--- src/rtl/tm1638_scan_ctrl.sv ---
// TM1638 frame sequencer: per frame a key scan, mode set, full display data write and
// display control write, issued one byte at a time to a latch/busy byte serializer.
module tm1638_scan_ctrl #(
    parameter int NUM_DIGITS     = 8,
    parameter int REFRESH_DIV    = 500000,
    parameter int STEP_DIV       = 2,
    parameter int DEBOUNCE_SCANS = 3
) (
    input  logic                    clk,
    input  logic                    rst_n,
    input  logic [8*NUM_DIGITS-1:0] seg_data_i,
    input  logic [NUM_DIGITS-1:0]   led_i,
    input  logic [2:0]              brightness_i,
    input  logic                    disp_on_i,
    input  logic                    update_i,
    input  logic                    tm_busy_i,
    input  logic [7:0]              tm_in_i,
    output logic                    tm_cs_o,
    output logic                    tm_rw_o,
    output logic                    tm_latch_o,
    output logic [7:0]              tm_out_o,
    output logic [7:0]              keys_o,
    output logic [7:0]              key_press_o,
    output logic                    key_event_o,
    output logic                    frame_busy_o
);

    localparam int TICK_W = $clog2(REFRESH_DIV + 1);
    localparam int STEP_W = $clog2(STEP_DIV + 1);
    localparam int STAB_W = $clog2(DEBOUNCE_SCANS + 1);

    // Frame program: one entry per sequencer step.
    localparam logic [5:0] S_KEY_CS   = 6'd0;
    localparam logic [5:0] S_KEY_CMD  = 6'd1;
    localparam logic [5:0] S_RW_RD    = 6'd2;
    localparam logic [5:0] S_RD0      = 6'd3;
    localparam logic [5:0] S_RD3      = 6'd6;
    localparam logic [5:0] S_KEY_END  = 6'd7;
    localparam logic [5:0] S_RW_WR    = 6'd8;
    localparam logic [5:0] S_MODE_CS  = 6'd9;
    localparam logic [5:0] S_MODE_CMD = 6'd10;
    localparam logic [5:0] S_MODE_END = 6'd11;
    localparam logic [5:0] S_DATA_CS  = 6'd12;
    localparam logic [5:0] S_DATA_CMD = 6'd13;
    localparam logic [5:0] S_DATA0    = 6'd14;
    localparam logic [5:0] S_DATA_END = 6'd30;
    localparam logic [5:0] S_CTRL_CS  = 6'd31;
    localparam logic [5:0] S_CTRL_CMD = 6'd32;
    localparam logic [5:0] S_LAST     = 6'd33;

    typedef enum logic [1:0] {ST_IDLE, ST_STEP, ST_WAIT_HI, ST_WAIT_LO} state_e;
    typedef enum logic [2:0] {ACT_CS_LO, ACT_CS_HI, ACT_RW_RD, ACT_RW_WR, ACT_WRITE, ACT_READ} act_e;

    state_e              state_q, state_d;
    logic [5:0]          step_q, step_d;
    logic [TICK_W-1:0]   tick_q, tick_d;
    logic [STEP_W-1:0]   step_cnt_q, step_cnt_d;
    logic                pending_q, pending_d;
    logic                cs_q, cs_d, rw_q, rw_d, latch_q, latch_d;
    logic [7:0]          out_q, out_d;
    logic [63:0]         seg_snap_q, seg_snap_d;
    logic [7:0]          led_snap_q, led_snap_d;
    logic [2:0]          bright_snap_q, bright_snap_d;
    logic                disp_snap_q, disp_snap_d;
    logic [7:0]          raw_q, raw_d, prev_raw_q, prev_raw_d;
    logic [STAB_W-1:0]   stab_q, stab_d, stab_next;
    logic [7:0]          keys_q, keys_d, press_q, press_d;
    logic                event_q, event_d;

    logic [63:0] seg_pad;
    logic [7:0]  led_pad;
    logic        tick_fire, tick, step_en;
    act_e        act;
    logic [7:0]  act_byte, data_byte;
    logic [3:0]  data_off;
    logic [1:0]  rd_k;
    logic        unused_tm_in;

    assign unused_tm_in = ^{tm_in_i[7:5], tm_in_i[3:1]};

    assign tick_fire = (tick_q == TICK_W'(REFRESH_DIV - 1));
    assign tick      = tick_fire | update_i;
    assign step_en   = (step_cnt_q == STEP_W'(STEP_DIV - 1));
    assign data_off  = 4'(step_q - S_DATA0);
    assign rd_k      = 2'(step_q - S_RD0);

    // Grids beyond NUM_DIGITS read back as zero from the padded images.
    always_comb begin
        seg_pad = '0;
        led_pad = '0;
        seg_pad[8*NUM_DIGITS-1:0] = seg_data_i;
        led_pad[NUM_DIGITS-1:0]   = led_i;
    end

    always_comb begin
        data_byte = data_off[0] ? {7'b0, led_snap_q[data_off[3:1]]}
                                : seg_snap_q[8*data_off[3:1] +: 8];
        act      = ACT_WRITE;
        act_byte = data_byte;
        case (step_q) inside
            S_KEY_CS, S_MODE_CS, S_DATA_CS, S_CTRL_CS:    act = ACT_CS_LO;
            S_KEY_END, S_MODE_END, S_DATA_END, S_LAST:    act = ACT_CS_HI;
            S_RW_RD:                                       act = ACT_RW_RD;
            S_RW_WR:                                       act = ACT_RW_WR;
            [S_RD0:S_RD3]:                                 act = ACT_READ;
            S_KEY_CMD:  act_byte = 8'h42;
            S_MODE_CMD: act_byte = 8'h40;
            S_DATA_CMD: act_byte = 8'hC0;
            S_CTRL_CMD: act_byte = {4'b1000, disp_snap_q, bright_snap_q};
            default: ;
        endcase
    end

    always_comb begin
        // NOTE: every variable gets a default first so no path leaves it unassigned (no latches).
        state_d       = state_q;
        step_d        = step_q;
        tick_d        = tick_fire ? '0 : tick_q + TICK_W'(1);
        step_cnt_d    = step_en ? '0 : step_cnt_q + STEP_W'(1);
        pending_d     = pending_q;
        cs_d          = cs_q;
        rw_d          = rw_q;
        latch_d       = 1'b0;
        out_d         = out_q;
        seg_snap_d    = seg_snap_q;
        led_snap_d    = led_snap_q;
        bright_snap_d = bright_snap_q;
        disp_snap_d   = disp_snap_q;
        raw_d         = raw_q;
        prev_raw_d    = prev_raw_q;
        stab_d        = stab_q;
        keys_d        = keys_q;
        press_d       = press_q;
        event_d       = 1'b0;

        if (raw_q != prev_raw_q)                         stab_next = STAB_W'(1);
        else if (stab_q == STAB_W'(DEBOUNCE_SCANS))      stab_next = stab_q;
        else                                             stab_next = stab_q + STAB_W'(1);

        if (state_q == ST_IDLE) begin
            if (tick || pending_q) begin
                state_d       = ST_STEP;
                step_d        = '0;
                pending_d     = 1'b0;
                seg_snap_d    = seg_pad;
                led_snap_d    = led_pad;
                bright_snap_d = brightness_i;
                disp_snap_d   = disp_on_i;
            end
        end else if (tick) begin
            pending_d = 1'b1;
        end

        unique case (state_q)
            ST_STEP: begin
                if (step_en && !tm_busy_i) begin
                    step_d = step_q + 6'd1;
                    unique case (act)
                        ACT_CS_LO: cs_d = 1'b0;
                        ACT_CS_HI: begin
                            cs_d = 1'b1;
                            if (step_q == S_LAST) state_d = ST_IDLE;
                        end
                        ACT_RW_RD: rw_d = 1'b0;
                        ACT_RW_WR: begin
                            rw_d       = 1'b1;
                            prev_raw_d = raw_q;
                            stab_d     = stab_next;
                            if (stab_next == STAB_W'(DEBOUNCE_SCANS) && raw_q != keys_q) begin
                                keys_d  = raw_q;
                                press_d = raw_q & ~keys_q;
                                event_d = 1'b1;
                            end
                        end
                        ACT_WRITE: begin
                            out_d   = act_byte;
                            latch_d = 1'b1;
                            step_d  = step_q;
                            state_d = ST_WAIT_HI;
                        end
                        default: begin
                            latch_d = 1'b1;
                            step_d  = step_q;
                            state_d = ST_WAIT_HI;
                        end
                    endcase
                end
            end
            ST_WAIT_HI: if (tm_busy_i) state_d = ST_WAIT_LO;
            ST_WAIT_LO: begin
                if (!tm_busy_i) begin
                    if (act == ACT_READ) begin
                        raw_d[{1'b0, rd_k}] = tm_in_i[0];
                        raw_d[{1'b1, rd_k}] = tm_in_i[4];
                    end
                    step_d  = step_q + 6'd1;
                    state_d = ST_STEP;
                end
            end
            default: ;
        endcase
    end

    // NOTE: sequential state uses non-blocking assignments so all registers update together.
    always_ff @(posedge clk or negedge rst_n) begin
        if (!rst_n) begin
            state_q       <= ST_IDLE;
            step_q        <= '0;
            tick_q        <= '0;
            step_cnt_q    <= '0;
            pending_q     <= 1'b0;
            cs_q          <= 1'b1;
            rw_q          <= 1'b1;
            latch_q       <= 1'b0;
            out_q         <= 8'h00;
            seg_snap_q    <= '0;
            led_snap_q    <= '0;
            bright_snap_q <= '0;
            disp_snap_q   <= 1'b0;
            raw_q         <= '0;
            prev_raw_q    <= '0;
            stab_q        <= '0;
            keys_q        <= '0;
            press_q       <= '0;
            event_q       <= 1'b0;
        end else begin
            state_q       <= state_d;
            step_q        <= step_d;
            tick_q        <= tick_d;
            step_cnt_q    <= step_cnt_d;
            pending_q     <= pending_d;
            cs_q          <= cs_d;
            rw_q          <= rw_d;
            latch_q       <= latch_d;
            out_q         <= out_d;
            seg_snap_q    <= seg_snap_d;
            led_snap_q    <= led_snap_d;
            bright_snap_q <= bright_snap_d;
            disp_snap_q   <= disp_snap_d;
            raw_q         <= raw_d;
            prev_raw_q    <= prev_raw_d;
            stab_q        <= stab_d;
            keys_q        <= keys_d;
            press_q       <= press_d;
            event_q       <= event_d;
        end
    end

    assign tm_cs_o      = cs_q;
    assign tm_rw_o      = rw_q;
    assign tm_latch_o   = latch_q;
    assign tm_out_o     = out_q;
    assign keys_o       = keys_q;
    assign key_press_o  = press_q;
    assign key_event_o  = event_q;
    assign frame_busy_o = (state_q != ST_IDLE);

endmodule

--- config.mk ---
export PLATFORM = sky130hd
export DESIGN_NAME = tm1638_scan_ctrl
export DESIGN_NICKNAME = d
export VERILOG_FILES = /design/src/rtl/tm1638_scan_ctrl.sv
export SDC_FILE = /design/constraint.sdc
export NUM_CORES = 1
export LEC_CHECK = 0
export BUFFER_PORTS_ARGS = -buffer_cell sky130_fd_sc_hd__buf_4
export CORE_MARGIN = 8
export CORE_UTILIZATION = 30
export DETAILED_ROUTE_END_ITERATION = 8
export PLACE_DENSITY = 0.5
export SLEW_MARGIN = 20
export SYNTH_ARGS = -nofsm -noshare
export SYNTH_HDL_FRONTEND = slang
export SYNTH_SLANG_ARGS = --single-unit
--- constraint.sdc ---
create_clock -name clk -period 7.1 [get_ports clk]
set_input_delay 0.71 -clock clk [delete_from_list [all_inputs] [get_ports clk]]
set_output_delay 0.71 -clock clk [all_outputs]
set_load 0.01 [all_outputs]
==> summary.md <==
| Metric | Value |
|---|---|
| Num Clock Sinks | `152` |
| Post-cts sizing count | `0` |
| Met2 Track Usage GR | `19.2%` |
| CTS tree | `built` |
| CP Buf/Inv Count | `0` |
| First-pass GRT wire length | `28.0 mm` |
| Hold slack final | `0.276 ns` |
| Fillers | `2,378` |
| Remaining Overflow, GRT | `0` |
| Routed WL | `17.1 mm` |
| CP Cell Sequence | `ha_1, nor2b_1, a221o_1, a2111oi_2, nand2_2, nor3_4, mux2_2` |
| CORE AREA | `24,100 um2` |
| Final Hold Viols | `0` |
| Cell family with most CP delay | `simple AND/OR/NAND/NOR gates` |
| Startpoint types | `register` |
| LEAKAGE | `0.00414 uW` |
| Postcts setup bufs | `0` |
| Combinational Power Share | `35.5%` |
| Die ar. | `29,500 um2` |
| Post-CTS Hold Buffers | `0` |
| Warnings from Yosys | `0` |
| Port bufs | `110` |
| Layout cells sized above 1 | `40.6%` |
| Clk slew on worst S/H paths | `0.07 ns` |
| Status | `finished, final reports clean` |
| NetSw | `1130 uW` |
| Hold WC Path Type | `in -> async` |
| Max FO, Critical Path | `16` |
| Via count | `4,895` |
| Drt via density | `4.80` |
| Nets | `787` |
| Power density of the placed cells | `376 nW/um2` |
| Primary FF master, synth | `dfrtp_1` |
| Min Tclk post-route | `3.60 ns` |
| Slew Viols, Final | `0` |
| Post-DR wirelength/cell | `16.8 um` |
| GR met1 Demand/Resource | `15.3%` |
| Starting Density | `30.2%` |
| Asr flop ratio synth | `100%` |
| Area added between synthesis and finish | `24.3%` |
| Required time of the critical path | `7.41 ns` |
| CP arrival | `3.91 ns` |
| CTS root buffer | `clkbuf_16` |
| Clock power share | `25.8%` |
| Met3 Use GR | `4.80%` |
| Pre-Repair DR Iteration Count | `4` |
| Clock buffer depth | `2` |
| All-Layer GR Usage | `12.2%` |
| Sw Share | `33.1%` |
| Crit path largest cell delay | `0.83 ns` |
| Unrepaired setup endpoints after global routing | `no` |
| I/O Pins | `117` |
| Worst-margin pin slew | `1.01 ns` |
| Register share of total power | `38.7%` |
| Post-route ant nets | `0` |
| Final setup viols | `0` |
| Antenna violations before repair | `0` |
| Ant diodes | `0` |
| Chip height | `172 um` |
| Crit Path Category | `reg -> reg` |
| Mapped Cells | `571` |
| Final TNS setup | `0 ns` |
| Critical path capture point type | `register` |
| Grt peak-use layer | `met2` |
| Remaining DRCs | `0` |
| Avg Inst Size Synth | `12.8 um2` |
| Post-synth net total | `676` |
| Int Power | `2280 uW` |
| Relative slew slack | `32.4%` |
| Mapped Area | `7280 um2` |
| Dpl hpwl | `12.4 mm` |
| Sequential share of the synthesized area | `52.3%` |
| # rows | `57` |
| DIE WIDTH | `172 um` |
| Worst-Skew Late Latency | `0.43 ns` |
| Period utilization | `50.7%` |
| Worst ir drop on vdd | `0.135 mV` |
| Initial DRC count | `298` |
| Register bit total from synthesis | `152` |
| Post-synth EDFFs | `0` |
| H-Tree Depth | `4` |
| Largest net degree at the start of global routing | `82` |
| Max-cap violations | `0` |
| RePlAce Congestion | `0.790` |
| Num CTS Buffers | `17` |
| Max Clk Rate | `278 MHz` |
| Unique masters post-synth | `56` |
| Slowest cell on the critical path | `nor3_4` |
| Vias in the first global route | `5,264` |
| Skew final | `0.0122 ns` |
cells in the mapped netlist, types with 2 or more instances:
library cell	count	share of area (%)
nor2_1	28	1.4
and3b_1	3	0.36
nor2b_1	8	0.69
nor4_1	5	0.43
or4_1	2	0.21
and3_1	2	0.17
xnor2_1	9	1.1
mux4_2	18	5.6
buf_2	7	0.48
nor3_1	9	0.62
xor2_1	16	1.9
ha_1	17	2.9
a31oi_1	3	0.26
a22o_1	7	0.84
o31ai_1	5	0.52
mux2i_1	8	1.1
o41ai_1	2	0.24
nand2_1	48	2.5
a21o_1	7	0.72
o21ai_0	10	0.69
clkbuf_1	15	0.77
a2111oi_2	2	0.41
dfrtp_1	150	52
dfstp_2	2	0.72
o21a_1	2	0.21
o2111ai_1	2	0.24
inv_1	16	0.82
nand4_1	9	0.77
mux2_4	10	2.1
mux2_2	95	15
nand3_1	12	0.82
nand2b_1	3	0.26
a21oi_1	15	1.0
a211oi_1	2	0.21
path summary, 6_finish.rpt:
path                                         start                          to  slack [ns]  depth (start not counted)
setup / recovery             step_q[0]$_DFFE_PN0N_  key_press_o[4]$_DFFE_PN0P_        3.50                          7
hold reg to reg            step_cnt_q[0]$_DFF_PN0_     step_cnt_q[1]$_DFF_PN0_        0.43                          1
min in group clk           step_cnt_q[0]$_DFF_PN0_     step_cnt_q[1]$_DFF_PN0_        0.43                          1
setup reg to reg             step_q[0]$_DFFE_PN0N_  key_press_o[4]$_DFFE_PN0P_        3.50                          7
max in group asynchronous                    rst_n        raw_q[0]$_DFFE_PN0P_        5.60                          2
hold / removal                               rst_n       keys_o[6]$_DFFE_PN0P_        0.28                          1
cell families after synthesis:
| family | after synthesis | synth area share (%) |
|---|---|---|
| adder cells (fa/ha/maj) | 17 | 2.92 |
| multiplexers | 131 | 23.4 |
| AND/OR/NAND/NOR | 140 | 9.72 |
| XOR/XNOR | 25 | 3.01 |
| flip-flops | 152 | 52.3 |
| buffers and inverters | 41 | 2.44 |
| AO/OA/AOI/OAI | 65 | 6.25 |
cells in the final DEF, fill, tap and decap left out, types with 4 or more instances in the layout:
cell / Yosys / final
mux2_2: 95 / 95
nor4_1: 5 / 5
o21ai_0: 10 / 10
nor2_1: 28 / 28
a21oi_1: 15 / 15
dfrtp_1: 150 / 150
o31ai_1: 5 / 4
a21o_1: 7 / 7
clkbuf_16: 0 / 17
mux2_4: 10 / 10
nand4_1: 9 / 9
xnor2_1: 9 / 9
inv_8: 0 / 4
mux4_2: 18 / 18
inv_1: 16 / 16
nand2_1: 48 / 48
inv_6: 0 / 4
xor2_1: 16 / 16
ha_1: 17 / 17
a22o_1: 7 / 7
mux2i_1: 8 / 8
buf_4: 1 / 115
nor2b_1: 8 / 8
nand3_1: 12 / 12
nor3_1: 9 / 9
power groups by stage:
stage	Clock [uW]	Sequential, uW	Combinational (uW)
after global placement	0	1320	1200
after detailed placement	0	1340	1230
after CTS	907	1320	1240
final	878	1320	1210
after floorplan	0	1270	934
after global routing	950	1350	1330
registers in the layout, summed over array words and instances, names as in the netlist, 2 cells and up:
signal and count:
step_q 6, stab_q 2, tick_q 19, state_q 2, keys_o 8, raw_q 8
tm_out_o 8, step_cnt_q 2, key_press_o 8, bright_snap_q 3, seg_snap_q 64, led_snap_q 8
prev_raw_q 8
area by class of cell:
cell class | instances | area (um2) | share of cell area [%]
clock buffers | 17 | 425 | 4.70
repair buffers | 117 | 886 | 9.78
clock inverters | 15 | 158 | 1.74
inverters | 16 | 60.1 | 0.663
multi-input cells | 378 | 3310 | 36.6
flip-flops and latches | 152 | 3810 | 42.0
well taps | 324 | 405 | 4.48
per-stage QoR:
| stage | instances | setup slack, ns | total power [uW] | utilization (%) | cell area, um2 |
|---|---|---|---|---|---|
| final | 1019 | 3.50 | 3410 | 37.6 | 9050 |
| after global routing | 1019 | 3.23 | 3640 | 37.6 | 9050 |
| after CTS | 1019 | 3.44 | 3460 | 37.5 | 9050 |
| after detailed placement | 987 | 3.45 | 2570 | 35.1 | 8470 |
| after global placement | 987 | 3.53 | 2520 | 35.1 | 8470 |
| after floorplan | 571 | 3.66 | 2200 | - | 7280 |
routing by layer:
layer  vias up  wire length (um)
met5         -                 0
met4         0               153
met3        13              1300
met2       123              8040
met1      2462              7630
li1       2297                 -
Power figures use the tool's default switching activity.
